File: config.mk
export PLATFORM = sky130hd
export DESIGN_NAME = mem_bist
export DESIGN_NICKNAME = d
export VERILOG_FILES = /design/src/rtl/mem_bist_pkg.sv /design/src/rtl/mem_bist_bus_if.sv /design/src/rtl/mem_bist.sv
export SDC_FILE = /design/constraint.sdc
export NUM_CORES = 1
export LEC_CHECK = 0
export BUFFER_PORTS_ARGS = -buffer_cell sky130_fd_sc_hd__buf_4
export CAP_MARGIN = 40
export CORE_MARGIN = 2
export CORE_UTILIZATION = 56
export CTS_CLUSTER_SIZE = 10
export DETAILED_ROUTE_END_ITERATION = 10
export PLACE_DENSITY_LB_ADDON = 0.08
export SLEW_MARGIN = 20
export SYNTH_ARGS = -nofsm -noshare
export SYNTH_HDL_FRONTEND = slang
export SYNTH_SLANG_ARGS = --single-unit
File: constraint.sdc
create_clock -name clk -period 5.3 [get_ports clk]
set_clock_uncertainty 0.1 [all_clocks]
set_input_delay 0.265 -clock clk [delete_from_list [all_inputs] [get_ports clk]]
set_output_delay 0.265 -clock clk [all_outputs]
set_load 0.05 [all_outputs]
File: src/rtl/mem_bist_pkg.sv
// Shared types, status codes and test-pattern functions for the memory BIST engine.
package mem_bist_pkg;

  typedef enum logic [1:0] {
    PH_WORD,
    PH_HALF,
    PH_BYTE,
    PH_BWWR
  } phase_t;

  typedef enum logic [2:0] {
    ST_IDLE,
    ST_PH_START,
    ST_WRITE,
    ST_READ,
    ST_PH_PASS,
    ST_DONE,
    ST_FAIL
  } state_t;

  localparam logic [15:0] CB_WORD_START = 16'hA040;
  localparam logic [15:0] CB_WORD_PASS  = 16'hAB41;
  localparam logic [15:0] CB_WORD_FAIL  = 16'hAB40;
  localparam logic [15:0] CB_HALF_START = 16'hA020;
  localparam logic [15:0] CB_HALF_PASS  = 16'hAB21;
  localparam logic [15:0] CB_HALF_FAIL  = 16'hAB20;
  localparam logic [15:0] CB_BYTE_START = 16'hA010;
  localparam logic [15:0] CB_BYTE_PASS  = 16'hAB11;
  localparam logic [15:0] CB_BYTE_FAIL  = 16'hAB10;
  localparam logic [15:0] CB_BWWR_START = 16'hA050;
  localparam logic [15:0] CB_BWWR_PASS  = 16'hAB51;
  localparam logic [15:0] CB_BWWR_FAIL  = 16'hAB50;

  function automatic logic [15:0] start_code(input phase_t ph);
    case (ph)
      PH_WORD: return CB_WORD_START;
      PH_HALF: return CB_HALF_START;
      PH_BYTE: return CB_BYTE_START;
      default: return CB_BWWR_START;
    endcase
  endfunction

  function automatic logic [15:0] pass_code(input phase_t ph);
    case (ph)
      PH_WORD: return CB_WORD_PASS;
      PH_HALF: return CB_HALF_PASS;
      PH_BYTE: return CB_BYTE_PASS;
      default: return CB_BWWR_PASS;
    endcase
  endfunction

  function automatic logic [15:0] fail_code(input phase_t ph);
    case (ph)
      PH_WORD: return CB_WORD_FAIL;
      PH_HALF: return CB_HALF_FAIL;
      PH_BYTE: return CB_BYTE_FAIL;
      default: return CB_BWWR_FAIL;
    endcase
  endfunction

  // Byte address of element idx; the byte-write/word-read phase reads whole words.
  function automatic logic [31:0] elem_addr(input logic [31:0] base, input phase_t ph,
                                            input logic rd, input logic [9:0] idx);
    logic [9:0] w;
    case (ph)
      PH_HALF: w = {1'b0, idx[9:1]};
      PH_BYTE: w = {2'b00, idx[9:2]};
      PH_BWWR: w = rd ? idx : {2'b00, idx[9:2]};
      default: w = idx;
    endcase
    return base + {20'd0, w, 2'b00};
  endfunction

  function automatic logic [3:0] lane_strb(input phase_t ph, input logic [9:0] idx);
    case (ph)
      PH_WORD: return 4'hF;
      PH_HALF: return idx[0] ? 4'b1100 : 4'b0011;
      default: return 4'b0001 << idx[1:0];
    endcase
  endfunction

  // Halfword writes carry the sibling element's value in the unselected lane, so a
  // RAM that ignores byte enables still holds a valid halfword image; byte writes
  // leave the other lanes zero so that kind of fault shows up in the byte phase.
  function automatic logic [31:0] write_data(input phase_t ph, input logic [9:0] idx);
    logic [7:0] b;
    case (ph)
      PH_WORD: return {16'hA5A5, 6'd0, idx};
      PH_HALF: return {8'hC3, idx[7:1], 1'b1, 8'hC3, idx[7:1], 1'b0};
      PH_BYTE: b = idx[7:0] ^ 8'h3C;
      default: b = idx[7:0];
    endcase
    return {24'd0, b} << {idx[1:0], 3'b000};
  endfunction

  function automatic logic [31:0] expect_data(input phase_t ph, input logic [9:0] idx);
    if (ph == PH_BWWR)
      return {idx[5:0], 2'b11, idx[5:0], 2'b10, idx[5:0], 2'b01, idx[5:0], 2'b00};
    return write_data(ph, idx);
  endfunction

  function automatic logic [31:0] read_mask(input phase_t ph, input logic [9:0] idx);
    logic [3:0] s;
    if (ph == PH_BWWR)
      return 32'hFFFF_FFFF;
    s = lane_strb(ph, idx);
    return {{8{s[3]}}, {8{s[2]}}, {8{s[1]}}, {8{s[0]}}};
  endfunction

endpackage

File: src/rtl/mem_bist_bus_if.sv
// Single-transaction valid/ready master with a per-transaction timeout.
module mem_bist_bus_if #(
  parameter int TIMEOUT = 255
) (
  input  logic        clk,
  input  logic        rst_n,
  input  logic        req,
  input  logic [31:0] addr,
  input  logic [31:0] wdata,
  input  logic [3:0]  wstrb,
  output logic        ack,
  output logic [31:0] rdata,
  output logic        timeout,
  output logic        mem_valid,
  input  logic        mem_ready,
  output logic [31:0] mem_addr,
  output logic [31:0] mem_wdata,
  output logic [3:0]  mem_wstrb,
  input  logic [31:0] mem_rdata
);

  localparam int TW = (TIMEOUT > 1) ? $clog2(TIMEOUT) : 1;

  logic          valid_q;
  logic [31:0]   addr_q;
  logic [31:0]   wdata_q;
  logic [3:0]    wstrb_q;
  logic [TW-1:0] wait_cnt;

  // Launch on req when idle (forces a one-cycle gap after each ack), hold until ack or timeout.
  always_ff @(posedge clk or negedge rst_n) begin
    if (!rst_n) begin
      valid_q  <= 1'b0;
      addr_q   <= '0;
      wdata_q  <= '0;
      wstrb_q  <= '0;
      wait_cnt <= '0;
    end else if (valid_q) begin
      if (mem_ready || (wait_cnt == '0)) begin
        valid_q <= 1'b0;
      end else begin
        wait_cnt <= wait_cnt - TW'(1);
      end
    end else if (req) begin
      valid_q  <= 1'b1;
      addr_q   <= addr;
      wdata_q  <= wdata;
      wstrb_q  <= wstrb;
      wait_cnt <= TW'(TIMEOUT - 1);
    end
  end

  // Read data is consumed by the sequencer in the same cycle ack is high.
  assign ack       = valid_q & mem_ready;
  assign timeout   = valid_q & ~mem_ready & (wait_cnt == '0);
  assign rdata     = ack ? mem_rdata : 32'd0;
  assign mem_valid = valid_q;
  assign mem_addr  = addr_q;
  assign mem_wdata = wdata_q;
  assign mem_wstrb = wstrb_q;

endmodule

File: src/rtl/mem_bist.sv
// Memory BIST sequencer: four write-then-verify phases, status on checkbits.
//
// state       | meaning
// ST_IDLE     | after reset, waiting for start
// ST_PH_START | one cycle showing the phase start code
// ST_WRITE    | writing all elements of the phase
// ST_READ     | reading back and comparing
// ST_PH_PASS  | holding the phase pass code
// ST_DONE     | all phases passed, start relaunches
// ST_FAIL     | mismatch or timeout frozen, start relaunches
module mem_bist
  import mem_bist_pkg::*;
#(
  parameter logic [31:0] BASE_ADDR   = 32'h0000_0000,
  parameter int          NWORDS      = 64,
  parameter int          HOLD_CYCLES = 16,
  parameter int          TIMEOUT     = 255
) (
  input  logic        clk,
  input  logic        resetn,
  input  logic        start,
  output logic        mem_valid,
  input  logic        mem_ready,
  output logic [31:0] mem_addr,
  output logic [31:0] mem_wdata,
  output logic [3:0]  mem_wstrb,
  input  logic [31:0] mem_rdata,
  output logic [15:0] checkbits,
  output logic        busy,
  output logic        done,
  output logic        pass
);

  localparam int HW = (HOLD_CYCLES > 1) ? $clog2(HOLD_CYCLES) : 1;
  localparam logic [HW-1:0] HOLD_LOAD = HW'(HOLD_CYCLES - 1);
  localparam logic [9:0] LAST_1N = 10'(NWORDS - 1);
  localparam logic [9:0] LAST_2N = 10'(2 * NWORDS - 1);
  localparam logic [9:0] LAST_4N = 10'(4 * NWORDS - 1);

  state_t        state, state_nxt;
  phase_t        phase, phase_nxt;
  logic [9:0]    idx, idx_nxt;
  logic [HW-1:0] hold_cnt, hold_nxt;

  logic          req;
  logic [31:0]   addr;
  logic [31:0]   wdata;
  logic [3:0]    wstrb;
  logic          ack;
  logic          timeout;
  logic [31:0]   rdata;
  logic          mismatch;
  logic [9:0]    wr_last;
  logic [9:0]    rd_last;

  mem_bist_bus_if #(.TIMEOUT(TIMEOUT)) u_bus_if (
    .clk       (clk),
    .rst_n     (resetn),
    .req       (req),
    .addr      (addr),
    .wdata     (wdata),
    .wstrb     (wstrb),
    .ack       (ack),
    .rdata     (rdata),
    .timeout   (timeout),
    .mem_valid (mem_valid),
    .mem_ready (mem_ready),
    .mem_addr  (mem_addr),
    .mem_wdata (mem_wdata),
    .mem_wstrb (mem_wstrb),
    .mem_rdata (mem_rdata)
  );

  // Sequencer state register.
  always_ff @(posedge clk or negedge resetn) begin
    if (!resetn) begin
      state    <= ST_IDLE;
      phase    <= PH_WORD;
      idx      <= '0;
      hold_cnt <= '0;
    end else begin
      state    <= state_nxt;
      phase    <= phase_nxt;
      idx      <= idx_nxt;
      hold_cnt <= hold_nxt;
    end
  end

  // Element pattern for the current phase/index and the read-back compare.
  always_comb begin
    req      = (state == ST_WRITE) || (state == ST_READ);
    addr     = elem_addr(BASE_ADDR, phase, state == ST_READ, idx);
    wdata    = (state == ST_WRITE) ? write_data(phase, idx) : 32'd0;
    wstrb    = (state == ST_WRITE) ? lane_strb(phase, idx) : 4'd0;
    mismatch = ((rdata ^ expect_data(phase, idx)) & read_mask(phase, idx)) != 32'd0;
    case (phase)
      PH_WORD: begin wr_last = LAST_1N; rd_last = LAST_1N; end
      PH_HALF: begin wr_last = LAST_2N; rd_last = LAST_2N; end
      PH_BYTE: begin wr_last = LAST_4N; rd_last = LAST_4N; end
      default: begin wr_last = LAST_4N; rd_last = LAST_1N; end
    endcase
  end

  // Next-state and status outputs.
  always_comb begin
    state_nxt = state;
    phase_nxt = phase;
    idx_nxt   = idx;
    hold_nxt  = hold_cnt;
    checkbits = 16'h0000;
    busy      = 1'b0;
    done      = 1'b0;
    pass      = 1'b0;
    case (state)
      ST_IDLE, ST_DONE, ST_FAIL: begin
        if (state == ST_DONE) begin
          checkbits = pass_code(phase);
          done      = 1'b1;
          pass      = 1'b1;
        end else if (state == ST_FAIL) begin
          checkbits = fail_code(phase);
          done      = 1'b1;
        end
        if (start) begin
          state_nxt = ST_PH_START;
          phase_nxt = PH_WORD;
          idx_nxt   = '0;
        end
      end
      ST_PH_START: begin
        checkbits = start_code(phase);
        busy      = 1'b1;
        state_nxt = ST_WRITE;
        idx_nxt   = '0;
      end
      ST_WRITE: begin
        checkbits = start_code(phase);
        busy      = 1'b1;
        if (timeout) begin
          state_nxt = ST_FAIL;
        end else if (ack) begin
          if (idx == wr_last) begin
            state_nxt = ST_READ;
            idx_nxt   = '0;
          end else begin
            idx_nxt = idx + 10'd1;
          end
        end
      end
      ST_READ: begin
        checkbits = start_code(phase);
        busy      = 1'b1;
        if (timeout) begin
          state_nxt = ST_FAIL;
        end else if (ack) begin
          if (mismatch) begin
            state_nxt = ST_FAIL;
          end else if (idx == rd_last) begin
            state_nxt = ST_PH_PASS;
            idx_nxt   = '0;
            hold_nxt  = HOLD_LOAD;
          end else begin
            idx_nxt = idx + 10'd1;
          end
        end
      end
      ST_PH_PASS: begin
        checkbits = pass_code(phase);
        busy      = 1'b1;
        if (hold_cnt == '0) begin
          idx_nxt = '0;
          if (phase == PH_BWWR) begin
            state_nxt = ST_DONE;
          end else begin
            state_nxt = ST_PH_START;
            phase_nxt = phase_t'(phase + 2'd1);
          end
        end else begin
          hold_nxt = hold_cnt - HW'(1);
        end
      end
      default: begin
        state_nxt = ST_IDLE;
      end
    endcase
  end

endmodule

# --- Yosys cells after proc, flatten, opt, wreduce, memory -nomap -nowiden ---
# Cells that the tools add are included.
word_totals:
  wordCells: 141
  ramBits: 0
  ff_bits: 74
  n_memories: 0
  output_inout_bits: 88
  mem_bits_ro: 0
  latchBits: 0
op_classes:
  shift: 3
  div_mod_pow: 0
  add_sub_neg: 4
  mux: 70
  bitwise: 8
  magnitude_cmp: 0
  n_mul: 0
  n_reduce_logical: 21
  eq_ne: 26
ops:
  columns: ["operator", "count"]
  rows:
  - ["$mux 32", 8]
  - ["$mux 10", 10]
  - ["$pmux 32 s2", 1]
  - ["$shl 8x5->32", 2]
  - ["$pmux 7 s3", 3]
  - ["$pmux 10 s5", 1]
  - ["$pmux 16 s3", 1]
  - ["$pmux 8 s2", 3]
  - ["$and 32x32->32", 1]
  - ["$mux 16", 2]
  - ["$mux 8", 4]
  - ["$reduce_bool 32->1", 1]
  - ["$xor 32x32->32", 1]
  - ["$mux 3", 10]
  - ["$pmux 10 s3", 1]
  - ["$mux 4", 7]
  - ["$eq 10x10->1", 2]
  - ["$ne 2x2->1 const B", 8]
  - ["$pmux 4 s2", 2]
  - ["$pmux 3 s5", 1]
  - ["$mux 1", 12]
  - ["$reduce_and 6->1", 2]
  - ["$add 10x1->10 const B", 1]
  - ["$eq 3x3->1 const B", 3]
  - ["29 further kinds", 45]

# --- Longest topological paths before layout ---
# Gate-level depths: netlist of the first run.
depth:
  depth_word: 14
  depth_mapped: 15
  depth_no_buf: 12

# --- By module ---
# From an unflattened synthesis of the first run, not the netlist that was laid out.
unflattened:
  cells_unflattened: 839
  area_unflattened_um2: 6527.5
modules_own_cells:
  columns: ["mod", "area_per_inst_um2", "instances", "cells_per_inst"]
  rows:
  - ["mem_bist_bus_if", 3289.4, 1, 379]
  - ["mem_bist", 3238.1, 1, 460]

# --- Worst setup path after synthesis of the first run ---
# Ideal clock, no wire load.
synth_timing:
  kind: "register -> register"
  startpoint: "register phase[0]"
  endpoint: "register idx[0]"
  t_arrival_ns: 3.506
  stages_incl_launch_ff: 13
  t_required_ns: 5.075
  period_less_slack_ns: 3.731
  path_slack_ns: 1.569
  n_path_buf: 0
  path_cell_list: "dfrtp_1 > inv_1 > ha_1 > ha_1 > or4b_4 > o31a_1 > nor4b_1 > a31oi_1 > o21ai_0 > nand4bb_1 > a211o_2 > a21oi_1 > mux2_2"
synth_via:
  elab_chain_len: 12
synth_lines:
  columns: ["element", "line", "rtl"]
  rows:
  - ["from (decl)", "mem_bist.sv:41", "phase_t phase, phase_nxt;"]
  - ["from (signal assigned)", "mem_bist.sv:83", "phase <= phase_nxt;"]
  - ["$eq 2x1->1 / $logic_not 2->1 (equally long branches)", "mem_bist_pkg.sv:75, mem_bist_pkg.sv:87, mem_bist.sv:96", null]
  - ["$reduce_or 2->1 (no line)", null, null]
  - ["$pmux 8 s2", "mem_bist_pkg.sv:87", "case (ph)"]
  - ["$mux 8", "mem_bist_pkg.sv:99", "return write_data(ph, idx);"]
  - ["$shl 8x5->32", "mem_bist_pkg.sv:93", "return {24'd0, b} << {idx[1:0], 3'b000};"]
  - ["$mux 32", "mem_bist_pkg.sv:93", null]
  - ["$mux 32", "mem_bist_pkg.sv:99", null]
  - ["$xor 32x32->32", "mem_bist.sv:95", "mismatch = ((rdata ^ expect_data(phase, idx)) & read_mask(phase, idx)) != 32'd0;"]
  - ["$and 32x32->32", "mem_bist.sv:95", null]
  - ["$reduce_bool 32->1", "mem_bist.sv:95", null]
  - ["$ne 2x2->1 (no line)", null, null]
  - ["$reduce_and 8->1 (no line)", null, null]
  - ["to (signal assigned)", "mem_bist.sv:84", "idx <= idx_nxt;"]
  - ["to (decl)", "mem_bist.sv:42", "logic [9:0] idx, idx_nxt;"]
# Parallel ways exist; a longest one is shown, timed or not. The select of a mux whose other input is x is not followed.
# A chain may end at the register's enable or synchronous reset.

# --- Worst setup path in the final report of the first run ---
layout_timing:
  startpoint: "register phase[1]"
  endpoint: "register idx[0]"
# The elaborated chain is that of the path after synthesis.

==> results of run 1 <==
## power by group
group | switching (uW) | internal, uW | total, uW
clock | 229 | 183 | 412
sequential | 156 | 700 | 857
combinational | 1600 | 718 | 2320
total | 1990 | 1600 | 3590
## worst min path at each step
| stage | endpoint | depth (start not counted) | start |
|---|---|---|---|
| after floorplan | hold_cnt[0] | 0 | resetn |
| after global placement | u_bus_if.mem_addr[11] | 2 | u_bus_if.mem_addr[11] |
| after detailed placement | u_bus_if.wait_cnt[0] | 1 | resetn |
| after CTS | u_bus_if.wait_cnt[0] | 3 | mem_ready |
| after global routing | u_bus_if.wait_cnt[0] | 3 | mem_ready |
| final | u_bus_if.wait_cnt[0] | 3 | mem_ready |
## tightest hold or removal path, delay by kind of cell
kind | cells | cell delay, ps
simple gates | 1 | 170
buf+inv | 1 | 130
compound gates | 1 | 80
## metal layers
metal	global-route usage	vias up	wire length [um]
met5	0	-	0
met4	0.134	0	565
li1	-	2646	-
met1	0.458	2714	7780
met2	0.501	302	8110
met3	0.0656	57	1690
## per-stage QoR
step	cell area [um^2]	instances
2_1_floorplan	5860	737
5_1_grt	6560	910
4_1_cts	6560	909
6_report	6560	910
3_3_place_gp	6320	889
3_5_place_dp	6370	892
## cell usage after synthesis, drive strengths merged, types with 5 or more instances
cell type | count | share of area
a211oi | 16 | 0.024
a21o | 6 | 0.0078
a21oi | 25 | 0.022
a221oi | 9 | 0.015
a22o | 13 | 0.020
a31oi | 12 | 0.013
and2 | 9 | 0.0098
and3 | 6 | 0.0065
buf | 56 | 0.064
clkbuf | 28 | 0.018
dfrtp | 74 | 0.32
ha | 16 | 0.035
inv | 26 | 0.017
mux2 | 5 | 0.0098
nand2 | 81 | 0.053
nand2b | 7 | 0.0076
nand3 | 14 | 0.012
nand3b | 5 | 0.0065
nand4 | 8 | 0.0087
nor2 | 67 | 0.044
nor2b | 13 | 0.014
nor3 | 22 | 0.019
nor4 | 7 | 0.010
nor4b | 6 | 0.0091
o211ai | 6 | 0.0078
o21ai | 50 | 0.044
o22ai | 5 | 0.0054
o2bb2ai | 9 | 0.014
o31ai | 11 | 0.014
xnor2 | 17 | 0.026
xor2 | 7 | 0.011
## flip-flops by register name (all words and copies together), names as in the netlist
signal              count
u_bus_if.mem_wstrb      4
u_bus_if.mem_valid      1
state                   3
u_bus_if.mem_addr      10
idx                    10
hold_cnt                4
phase                   2
u_bus_if.mem_wdata     32
u_bus_if.wait_cnt       8
## kinds of logic after synthesis
kind of cell,share of synthesized area
AOI/OAI and AO/OA,0.254
xor gates and xnor gates,0.0366
adders and majority gates,0.0348
buffers and inverters,0.100
DFF,0.322
muxes,0.0168
other,0.000652
and+or+nand+nor,0.235
## final cells by class
cell class,instances,area [um^2]
tap,133,166
timing repair buffer,108,843
inverter,27,101
sequential,74,1850
clock buffer,12,145
fill,882,3300
clock inverter,4,26.3
multi-input combinational,552,3430
## layout by cell type, fill, tap and decap left out, drive strengths merged, types with 8 or more instances in the layout
| cell | netlist | routed |
|---|---|---|
| a211oi | 16 | 16 |
| a21oi | 25 | 25 |
| a221oi | 9 | 9 |
| a22o | 13 | 13 |
| a31oi | 12 | 12 |
| and2 | 9 | 9 |
| buf | 56 | 106 |
| clkbuf | 28 | 12 |
| conb | 1 | 29 |
| dfrtp | 74 | 74 |
| ha | 16 | 16 |
| inv | 26 | 27 |
| nand2 | 81 | 81 |
| nand3 | 14 | 14 |
| nand4 | 8 | 8 |
| nor2 | 67 | 67 |
| nor2b | 13 | 13 |
| nor3 | 22 | 22 |
| o21ai | 50 | 50 |
| o2bb2ai | 9 | 9 |
| o31ai | 11 | 11 |
| xnor2 | 17 | 17 |
==> key figures, run 1 <==
Outcome
  • Status: completed

Setup path
  • Critical-path top delay cell: dfrtp_1
  • FF-to-FF Start: phase[1]
  • Buffers & Inverters on Critical Path: 2
  • WP data arrival: 4600 ps
  • CP Depth: 12
  • Crit path to: idx[0]
  • Crit path launch: phase[1]
  • CP required: 5470 ps
  • R2R cell count: 12
  • Worst-path cell chain: inv_1 -> ha_1 -> buf_4 -> nor4_4 -> a221oi_2 -> or4b_1 -> o22ai_1 -> a41oi_1 -> or4_1 -> a211o_2 -> a21oi_1 -> mux2_2
  • Critical path capture point type: flop
  • Crit path max-delay family: simple AND/OR/NAND/NOR gates
  • Startpoint types: flop
  • R2r endpoint: idx[0]
  • Worst reg2reg setup slack: 870 ps
  • Worst path max stage delay: about 600 ps
  • Critical path peak fanout: 19
  • Crit Path Class: reg -> reg

Clock tree
  • CTS tree: yes
  • Worst-skew pair later-pin latency: 390 ps
  • CTS Sinks: between 70 and 80
  • Total CTS buffers: 9
  • Post-CTS Resized: 0
  • Reg clk slew, reported paths: 80 ps
  • CTS Hold Bufs: 1
  • Clock tree buffer depth: 2
  • Postcts setup bufs: 0
  • Clock root buffer: clkbuf_8
  • H-tree depth: 3

Timing
  • FMAX: approximately 0.23 GHz
  • RSZ-0062 raised after global routing: no
  • Final period util: 0.835
  • Least-Margin Pin Slew: 850 ps
  • Slew margin rel.: 0.430
  • Max-slew violations: 0
  • Setup TNS: 0 ps
  • Worst Hold Slack: 212 ps
  • Final hold vios: 0
  • Minimum clock period: roughly 4400 ps
  • Worst Slack Setup Final: 873 ps
  • Setup Viol. Count Final: 0

Global route
  • First-pass GRT wire length: 28400 um
  • Overall global routing resource usage: 0.329
  • Vias in the first global route: 5199
  • GRT Residual Overflow: 0
  • Largest net degree at the start of global routing: 55
  • Initial antenna violation count: 0

Placement
  • I/O Buffers: 94
  • Detailed Place HPWL: approximately 13000 um
  • Pre-CTS WS: around 800 ps
  • RD Place Congestion: 0.978

Min path
  • Min-delay worst type: in -> reg

Floorplanning
  • Num rows: 36
  • DIE HEIGHT: 105 um
  • # IOs: roughly 120
  • Initial Utilization: 0.583
  • Core area: 9860 um^2
  • Die Wd: 105 um
  • Die area: 11100 um^2

Route
  • Detail Route Antenna Nets: 0
  • DRC errors left: 0
  • DR vias/cell: 6.28
  • TritonRoute pass-1 iters: 5
  • Final wirelength: around 18000 um
  • Wirelength per Cell: 19.9 um
  • Initial drt markers: 520
  • Vias: 5719

Synth
  • Yosys warning count: 0
  • Synth Instances: 709
  • Number of synthesized flops with an enable pin: 0
  • Main flop type after synthesis: dfrtp_1
  • Async SR Flop Fraction: 1.00
  • Synth unique cells: 79
  • Avg Cell Area, Syn: 8.11 um^2
  • Post-synthesis sequential area ratio: 0.322
  • Post-Syn Area: 5750 um^2
  • #FFs+latches synth: 74

Pwr
  • Worst vdd ir: ~400 uV
  • Total power: around 3600 uW
  • Power Density: 547 nW/um^2
  • Leak: 0.00285 uW

Final layout
  • Area Growth Syn to Fin: 14.1%
  • # diodes: 0
  • NumNets Final: 824
  • Layout cells sized above 1: 0.179
  • Final Core Density: 0.665

Job
  • Max-cap violations: 0
(Power assumes the default switching activity.)
==> run 2: changes to the inputs <==
--- a/config.mk
+++ b/config.mk
@@ -8,7 +8,7 @@
 export BUFFER_PORTS_ARGS = -buffer_cell sky130_fd_sc_hd__buf_4
 export CAP_MARGIN = 40
 export CORE_MARGIN = 2
-export CORE_UTILIZATION = 56
+export CORE_UTILIZATION = 50
 export CTS_CLUSTER_SIZE = 10
 export DETAILED_ROUTE_END_ITERATION = 10
 export PLACE_DENSITY_LB_ADDON = 0.08
==> constraint.sdc (replaced) <==
create_clock -name clk -period 3.6 [get_ports clk]
set_clock_uncertainty 0.1 [all_clocks]
set_input_delay 0.18 -clock clk [delete_from_list [all_inputs] [get_ports clk]]
set_output_delay 0.18 -clock clk [all_outputs]
set_load 0.05 [all_outputs]
==> run 2 against run 1 <==
  * The run now ends with setup timing left
  * First-iteration DRC count rose by 7.5%
  * Final area rose by 18%
  * Total power rose by 78%
  * Critical path type unchanged
  * Largest power group unchanged
==> key figures, run 2 (synthesis gave the netlist of run 1 again) <==
Min path
  • Min-delay worst type: in -> reg (unchanged)
  • Worst min-delay path startpoint: mem_ready (unchanged)

Setup path
  • Critical path peak fanout: 7 (was 19)
  • Critical-path top delay cell: or4_4 (was dfrtp_1)
  • CP required: 3740 ps (was 5470 ps)
  • Crit path max-delay family: simple AND/OR/NAND/NOR gates (unchanged)
  • Critical path capture point type: flop (unchanged)
  • Buffers & Inverters on Critical Path: 2 (unchanged)
  • Worst path max stage delay: 530 ps (was 600 ps)
  • Crit Path Class: reg -> reg (unchanged)
  • Crit path launch: phase[0] (was phase[1])
  • WP data arrival: 3760 ps (was 4600 ps)
  • Worst reg2reg setup slack: -20 ps (was 870 ps)
  • Worst-path cell chain: buf_6 -> ha_4 -> buf_4 -> nor4_4 -> a221oi_2 -> or4b_1 -> o22ai_1 -> a41oi_1 -> or4_4 -> a211o_4 -> a21oi_4 -> mux2_4 (was inv_1 -> ha_1 -> buf_4 -> nor4_4 -> a221oi_2 -> or4b_1 -> o22ai_1 -> a41oi_1 -> or4_1 -> a211o_2 -> a21oi_1 -> mux2_2)
  • FF-to-FF Start: phase[0] (was phase[1])
  • Startpoint types: flop (unchanged)

Final layout
  • Layout cells sized above 1: 0.310 (was 0.179)
  • Most common cell after layout, fill and taps aside: buf_4 (unchanged)
  • Final cell count without fillers: 1010 (was 910)
  • Area Growth Syn to Fin: 34.5% (was 14.1%)
  • Largest register FFs: 32 (unchanged)
  • # diodes: 0 (unchanged)
  • Most frequent cells in the layout: buf_4, nand2_1, dfrtp_1, nor2_1, o21ai_0 (unchanged)
  • NumNets Final: 914 (was 824)
  • Fillers: 965 (was 882)

Clock tree
  • H-tree depth: 3 (unchanged)
  • Clock tree buffer depth: 2 (unchanged)
  • Clock root buffer: clkbuf_16 (was clkbuf_8)
  • Total CTS buffers: 9 (unchanged)
  • Reg clk slew, reported paths: 60 ps (was 80 ps)
  • Worst-skew pair later-pin latency: 350 ps (was 390 ps)
  • CTS Sinks: 74 (unchanged)
  • CTS tree: yes (unchanged)

Timing
  • Final hold vios: 0 (unchanged)
  • Worst Slack Setup Final: -24.3 ps (was 873 ps)
  • Minimum clock period: 3620 ps (was 4430 ps)
  • Final period util: 1.01 (was 0.835)
  • Least-Margin Pin Slew: 841 ps (was 850 ps)
  • FMAX: 0.276 GHz (was 0.226 GHz)
  • Max-slew violations: 0 (unchanged)
  • RSZ-0062 raised after global routing: yes (was no)
  • Slew margin rel.: 0.440 (was 0.430)
  • Setup Viol. Count Final: 7 (was 0)

Route
  • Final wirelength: 20300 um (was 18100 um)
  • Initial drt markers: 559 (was 520)
  • TritonRoute pass-1 iters: 5 (unchanged)
  • Vias: 6104 (was 5719)
  • Detail Route Antenna Nets: 0 (unchanged)
  • DR vias/cell: 6.04 (was 6.28)
  • Wirelength per Cell: 20.1 um (was 19.9 um)
  • DRC errors left: 0 (unchanged)

Global route
  • GRT Residual Overflow: 0 (unchanged)
  • Overall global routing resource usage: 0.326 (was 0.329)
  • Largest net degree at the start of global routing: 39 (was 55)
  • Vias in the first global route: 5908 (was 5199)
  • First-pass GRT wire length: 31800 um (was 28400 um)
  • Initial antenna violation count: 0 (unchanged)

Pwr
  • Net Sw Power: 3240 uW (was 1990 uW)
  • Leak: 0.00342 uW (was 0.00285 uW)
  • Combinational Power Share: 0.657 (was 0.647)
  • Reg power frac: 0.186 (was 0.239)
  • Power Density: 826 nW/um^2 (was 547 nW/um^2)
  • Clock power share: 0.157 (was 0.115)
  • Worst vdd ir: 670 uV (was 400 uV)
  • Switching share of power: 0.507 (was 0.554)
  • Pint: 3150 uW (was 1600 uW)

Floorplanning
  • Die Wd: 111 um (was 105 um)
  • Core area: 11300 um^2 (was 9860 um^2)
  • Num rows: 39 (was 36)
  • Initial Utilization: 0.508 (was 0.583)
  • # IOs: 124 (unchanged)
  • DIE HEIGHT: 111 um (was 105 um)
  • Die area: 12400 um^2 (was 11100 um^2)

Placement
  • Pre-CTS WS: -395 ps (was 819 ps)
  • RD Place Congestion: 0.990 (was 0.978)
  • Detailed Place HPWL: 15300 um (was 13200 um)
  • I/O Buffers: 94 (unchanged)
  • Placed cells: 984 (was 892)

Outcome
  • Status: finished, violations left (was completed)
  • Failing checks: setup timing

Job
  • Max-cap violations: 0 (unchanged)
-- run 2: cell types whose count changed in the layout (fill, tap and decap cells not counted), moves of 5 or more --
| cell | previous run | this run |
|---|---|---|
| ha_1 | 16 | 11 |
| clkbuf_8 | 10 | 0 |
| buf_4 | 104 | 186 |
| a211oi_2 | 1 | 8 |
| clkbuf_16 | 0 | 9 |
| ha_4 | 0 | 5 |
| a211oi_1 | 14 | 7 |
| buf_6 | 0 | 6 |
-- run 2: what timing repair did --
action,4_1_cts,5_1_grt
pin swaps,8,11
hold buffers,1,0
buffers inserted,3,4
gates resized for setup,29,30
endpoints found under the hold margin,37,0
endpoints found under the setup margin,17,17
-- run 2: metrics by stage --
stage | utilization | power (uW) | TNS (ps) | hold slack (ps) | area, um^2
5_1_grt | 0.683 | 6720 | -1150 | 180 | 7730
2_1_floorplan | - | 3750 | -32.0 | -216 | 5860
6_report | 0.683 | 6390 | -70.9 | 149 | 7730
3_3_place_gp | 0.617 | 4990 | -8140 | 268 | 6990
3_5_place_dp | 0.620 | 5050 | -4980 | 74.5 | 7020
4_1_cts | 0.664 | 6200 | 0 | 138 | 7510
-- run 2: path summary, 6_finish.rpt --
check	to	cells past startpoint
setup / recovery	idx[0]	12
setup reg to reg	idx[0]	12
max in group asynchronous	phase[1]	3
min in group asynchronous	u_bus_if.mem_wdata[30]	2
hold / removal	u_bus_if.wait_cnt[0]	3
hold reg to reg	u_bus_if.mem_wdata[29]	2
-- run 2: power by group through the flow --
| stage | clock [uW] | sequential, uW | combinational [uW] |
|---|---|---|---|
| 2_1_floorplan | 0 | 1670 | 2080 |
| 4_1_cts | 1010 | 1180 | 4010 |
| 5_1_grt | 1040 | 1210 | 4460 |
| 3_5_place_dp | 0 | 1190 | 3860 |
| 3_3_place_gp | 0 | 1190 | 3800 |
| 6_report | 1000 | 1190 | 4200 |
-- run 2: per-layer routing --
layer	GRT usage	vias to the layer above	routed length, um
met5	0	-	0
met4	0.132	0	482
met3	0.0498	43	1290
met2	0.531	284	9880
met1	0.436	2943	8650
li1	-	2834	-
-- run 2: final cells by class --
type                    instances  area (um^2)  area share
multi-input cells             552         3700       0.479
flip-flops and latches         74         1850       0.240
repair buffers                198         1560       0.202
clock buffers                   9          225      0.0291
well taps                     143          179      0.0231
inverters                      27          104      0.0134
clock inverters                 7          103      0.0133
-- run 2: worst min-delay path, delay by kind of cell --
kind,cells,cell delay [ps]
AOI/OAI and AO/OA,1,80
and+or+nand+nor,1,170
buffers and inverters,1,120
==> run 3: changes to the inputs <==
==> constraint.sdc (replaced) <==
create_clock -name clk -period 3.6 [get_ports clk]
set_clock_uncertainty 0.1 [all_clocks]
set_input_delay 0.54 -clock clk [delete_from_list [all_inputs] [get_ports clk]]
set_output_delay 0.54 -clock clk [all_outputs]
set_load 0.05 [all_outputs]
==> run 3 against run 2 <==
  * The run now ends clean
  * Setup slack improved by 38 ps
  * First-iteration DRC count fell by 8.2%
  * Hold slack got worse by 100 ps
  * Cell count barely moved
  * Total power fell by 0.89%
  * Via count rose by 0.20%
  * Maximum frequency rose by 1.1%
  * Non-clock buffer count fell by 2
  * Sequential power barely moved
  * Critical path type unchanged
  * Highest routed layer unchanged
==> key figures, run 3 (synthesis gave the netlist of run 1 again) <==
Outcome
  • Status: completed (was finished, violations left)

Clock tree
  • Worst-skew pair later-pin latency: 350 ps (about the same)
  • Reg clk slew, reported paths: 60 ps (about the same)
  • CTS Hold Bufs: 0 (was 1)
  • CTS tree: yes (unchanged)
  • CTS Sinks: 74 (unchanged)
  • Clock tree buffer depth: 2 (unchanged)
  • Total CTS buffers: 9 (unchanged)
  • H-tree depth: 3 (unchanged)
  • Clock root buffer: clkbuf_16 (unchanged)

Placement
  • Detailed Place HPWL: 15400 um (was 15300 um)
  • RD Place Congestion: 0.998 (was 0.990)
  • Pre-CTS WS: -294 ps (was -395 ps)
  • Placed cells: 988 (was 984)
  • I/O Buffers: 94 (unchanged)

Setup path
  • Critical-path top delay cell: or4b_4 (was or4_4)
  • Most frequent CP cell: ha_4
  • Critical path peak fanout: 6 (was 7)
  • Startpoint types: flop (unchanged)
  • Critical path capture point type: flop (unchanged)
  • WP data arrival: 3760 ps (about the same)
  • Crit Path Class: reg -> reg (unchanged)
  • Worst path max stage delay: 510 ps (was 530 ps)
  • Worst-path cell chain: inv_4 -> ha_4 -> ha_4 -> or4b_4 -> o31a_1 -> nor4b_2 -> a31oi_1 -> o21ai_1 -> nand4bb_1 -> a211o_4 -> a211oi_4 -> buf_4 -> o2bb2ai_1 (was buf_6 -> ha_4 -> buf_4 -> nor4_4 -> a221oi_2 -> or4b_1 -> o22ai_1 -> a41oi_1 -> or4_4 -> a211o_4 -> a21oi_4 -> mux2_4)
  • CP required: 3770 ps (was 3740 ps)

Final layout
  • Final cell count without fillers: 1009 (was 1010)
  • Largest register FFs: 32 (unchanged)
  • Most common cell after layout, fill and taps aside: buf_4 (unchanged)
  • Most frequent cells in the layout: buf_4, nand2_1, dfrtp_1, nor2_1, o21ai_0 (unchanged)
  • NumNets Final: 912 (was 914)
  • Area Growth Syn to Fin: 33.9% (was 34.5%)
  • Final Core Density: 0.680 (was 0.683)
  • Layout cells sized above 1: 0.310 (about the same)

Route
  • Wirelength per Cell: 20.4 um (was 20.1 um)
  • DR vias/cell: 6.06 (was 6.04)
  • Vias: 6116 (was 6104)
  • Detail Route Antenna Nets: 0 (unchanged)
  • TritonRoute pass-1 iters: 7 (was 5)
  • Final wirelength: 20600 um (was 20300 um)
  • DRC errors left: 0 (unchanged)
  • Initial drt markers: 513 (was 559)

Job
  • Max-cap violations: 0 (unchanged)

Global route
  • Initial antenna violation count: 1 (was 0)
  • Gr busiest metal: met2 (unchanged)
  • GR Layer Usage met2: 0.549 (was 0.531)
  • GRT Residual Overflow: 0 (unchanged)
  • GR Layer Usage met3: 0.0569 (was 0.0498)
  • Vias in the first global route: 5934 (was 5908)
  • Largest net degree at the start of global routing: 41 (was 39)
  • Overall global routing resource usage: 0.328 (was 0.326)
  • First-pass GRT wire length: 31800 um (about the same)
  • Grt met1 use: 0.413 (was 0.436)

Floorplanning
  • # IOs: 124 (unchanged)
  • Die area: 12400 um^2 (unchanged)
  • DIE HEIGHT: 111 um (unchanged)
  • Die Wd: 111 um (unchanged)
  • Initial Utilization: 0.508 (unchanged)
  • Core area: 11300 um^2 (unchanged)
  • Num rows: 39 (unchanged)

Min path
  • Min-delay worst type: in -> async (was in -> reg)

Pwr
  • Leak: 0.00340 uW (was 0.00342 uW)
  • Worst vdd ir: 654 uV (was 670 uV)
  • Total power: 6330 uW (was 6390 uW)
  • Power Density: 822 nW/um^2 (was 826 nW/um^2)

Timing
  • Worst Slack Setup Final: 13.6 ps (was -24.3 ps)
  • Final hold vios: 0 (unchanged)
  • Final period util: 0.996 (was 1.01)
  • RSZ-0062 raised after global routing: yes (unchanged)
  • Minimum clock period: 3590 ps (was 3620 ps)
  • FMAX: 0.279 GHz (was 0.276 GHz)
  • Setup Viol. Count Final: 0 (was 7)
  • Least-Margin Pin Slew: 774 ps (was 841 ps)
  • Slew margin rel.: 0.481 (was 0.440)
  • Max-slew violations: 0 (unchanged)
  • Setup TNS: 0 ps (was -70.9 ps)
-- run 3: layout make-up --
type	count	area, um^2
multi-input cells	552	3700
fillers	963	3620
flip-flops and latches	74	1850
repair buffers	196	1560
clock buffers	10	239
well taps	143	179
inverters	27	104
clock inverters	6	63.8
diodes	1	2.50
-- run 3: worst paths after layout --
check	start	to	slack [ps]	cells after the start
min in group clk	u_bus_if.mem_wdata[24]	u_bus_if.mem_wdata[24]	380	2
worst min-delay path	resetn	u_bus_if.mem_wdata[25]	50	1
worst min register to register	u_bus_if.mem_wdata[24]	u_bus_if.mem_wdata[24]	380	2
max in group asynchronous	resetn	phase[0]	2760	2
worst max-delay path	phase[0]	idx[3]	10	13
worst max register to register	phase[0]	idx[3]	10	13
-- run 3: worst max-delay path: cells and delay by family, from the launching register on --
family / cells / cell delay, ps
buffers and inverters: 2 / 250
AO/OA/AOI/OAI: 6 / 1340
AND/OR/NAND/NOR: 3 / 930
adder cells (fa/ha/maj): 2 / 460
flip-flops: 1 / 430
-- run 3: power breakdown --
group          internal (uW)  switching (uW)
Sequential              1040             175
Combinational           1510            2670
Clock                    556             379
-- run 3: metal layers --
metal  wire length, um  vias up
li1                  -     2825
met1              8520     2954
met2              9990      289
met3              1440       48
met4               665        0
met5                 0        -
-- run 3: per-stage QoR --
step                      area, um^2  hold slack [ps]
final                           7700             46.1
after global routing            7700             80.0
after global placement          7060              354
after detailed placement        7080              368
after CTS                       7540             56.0
after floorplan                 5860              144
-- run 3: repair_timing --
| item | 4_1_cts | 5_1_grt |
|---|---|---|
| endpoints found under the setup margin | 17 | 17 |
| gates resized for setup | 30 | 24 |
| buffers inserted | 1 | 2 |
| pin swaps | 3 | 6 |
| gates cloned | 0 | 0 |
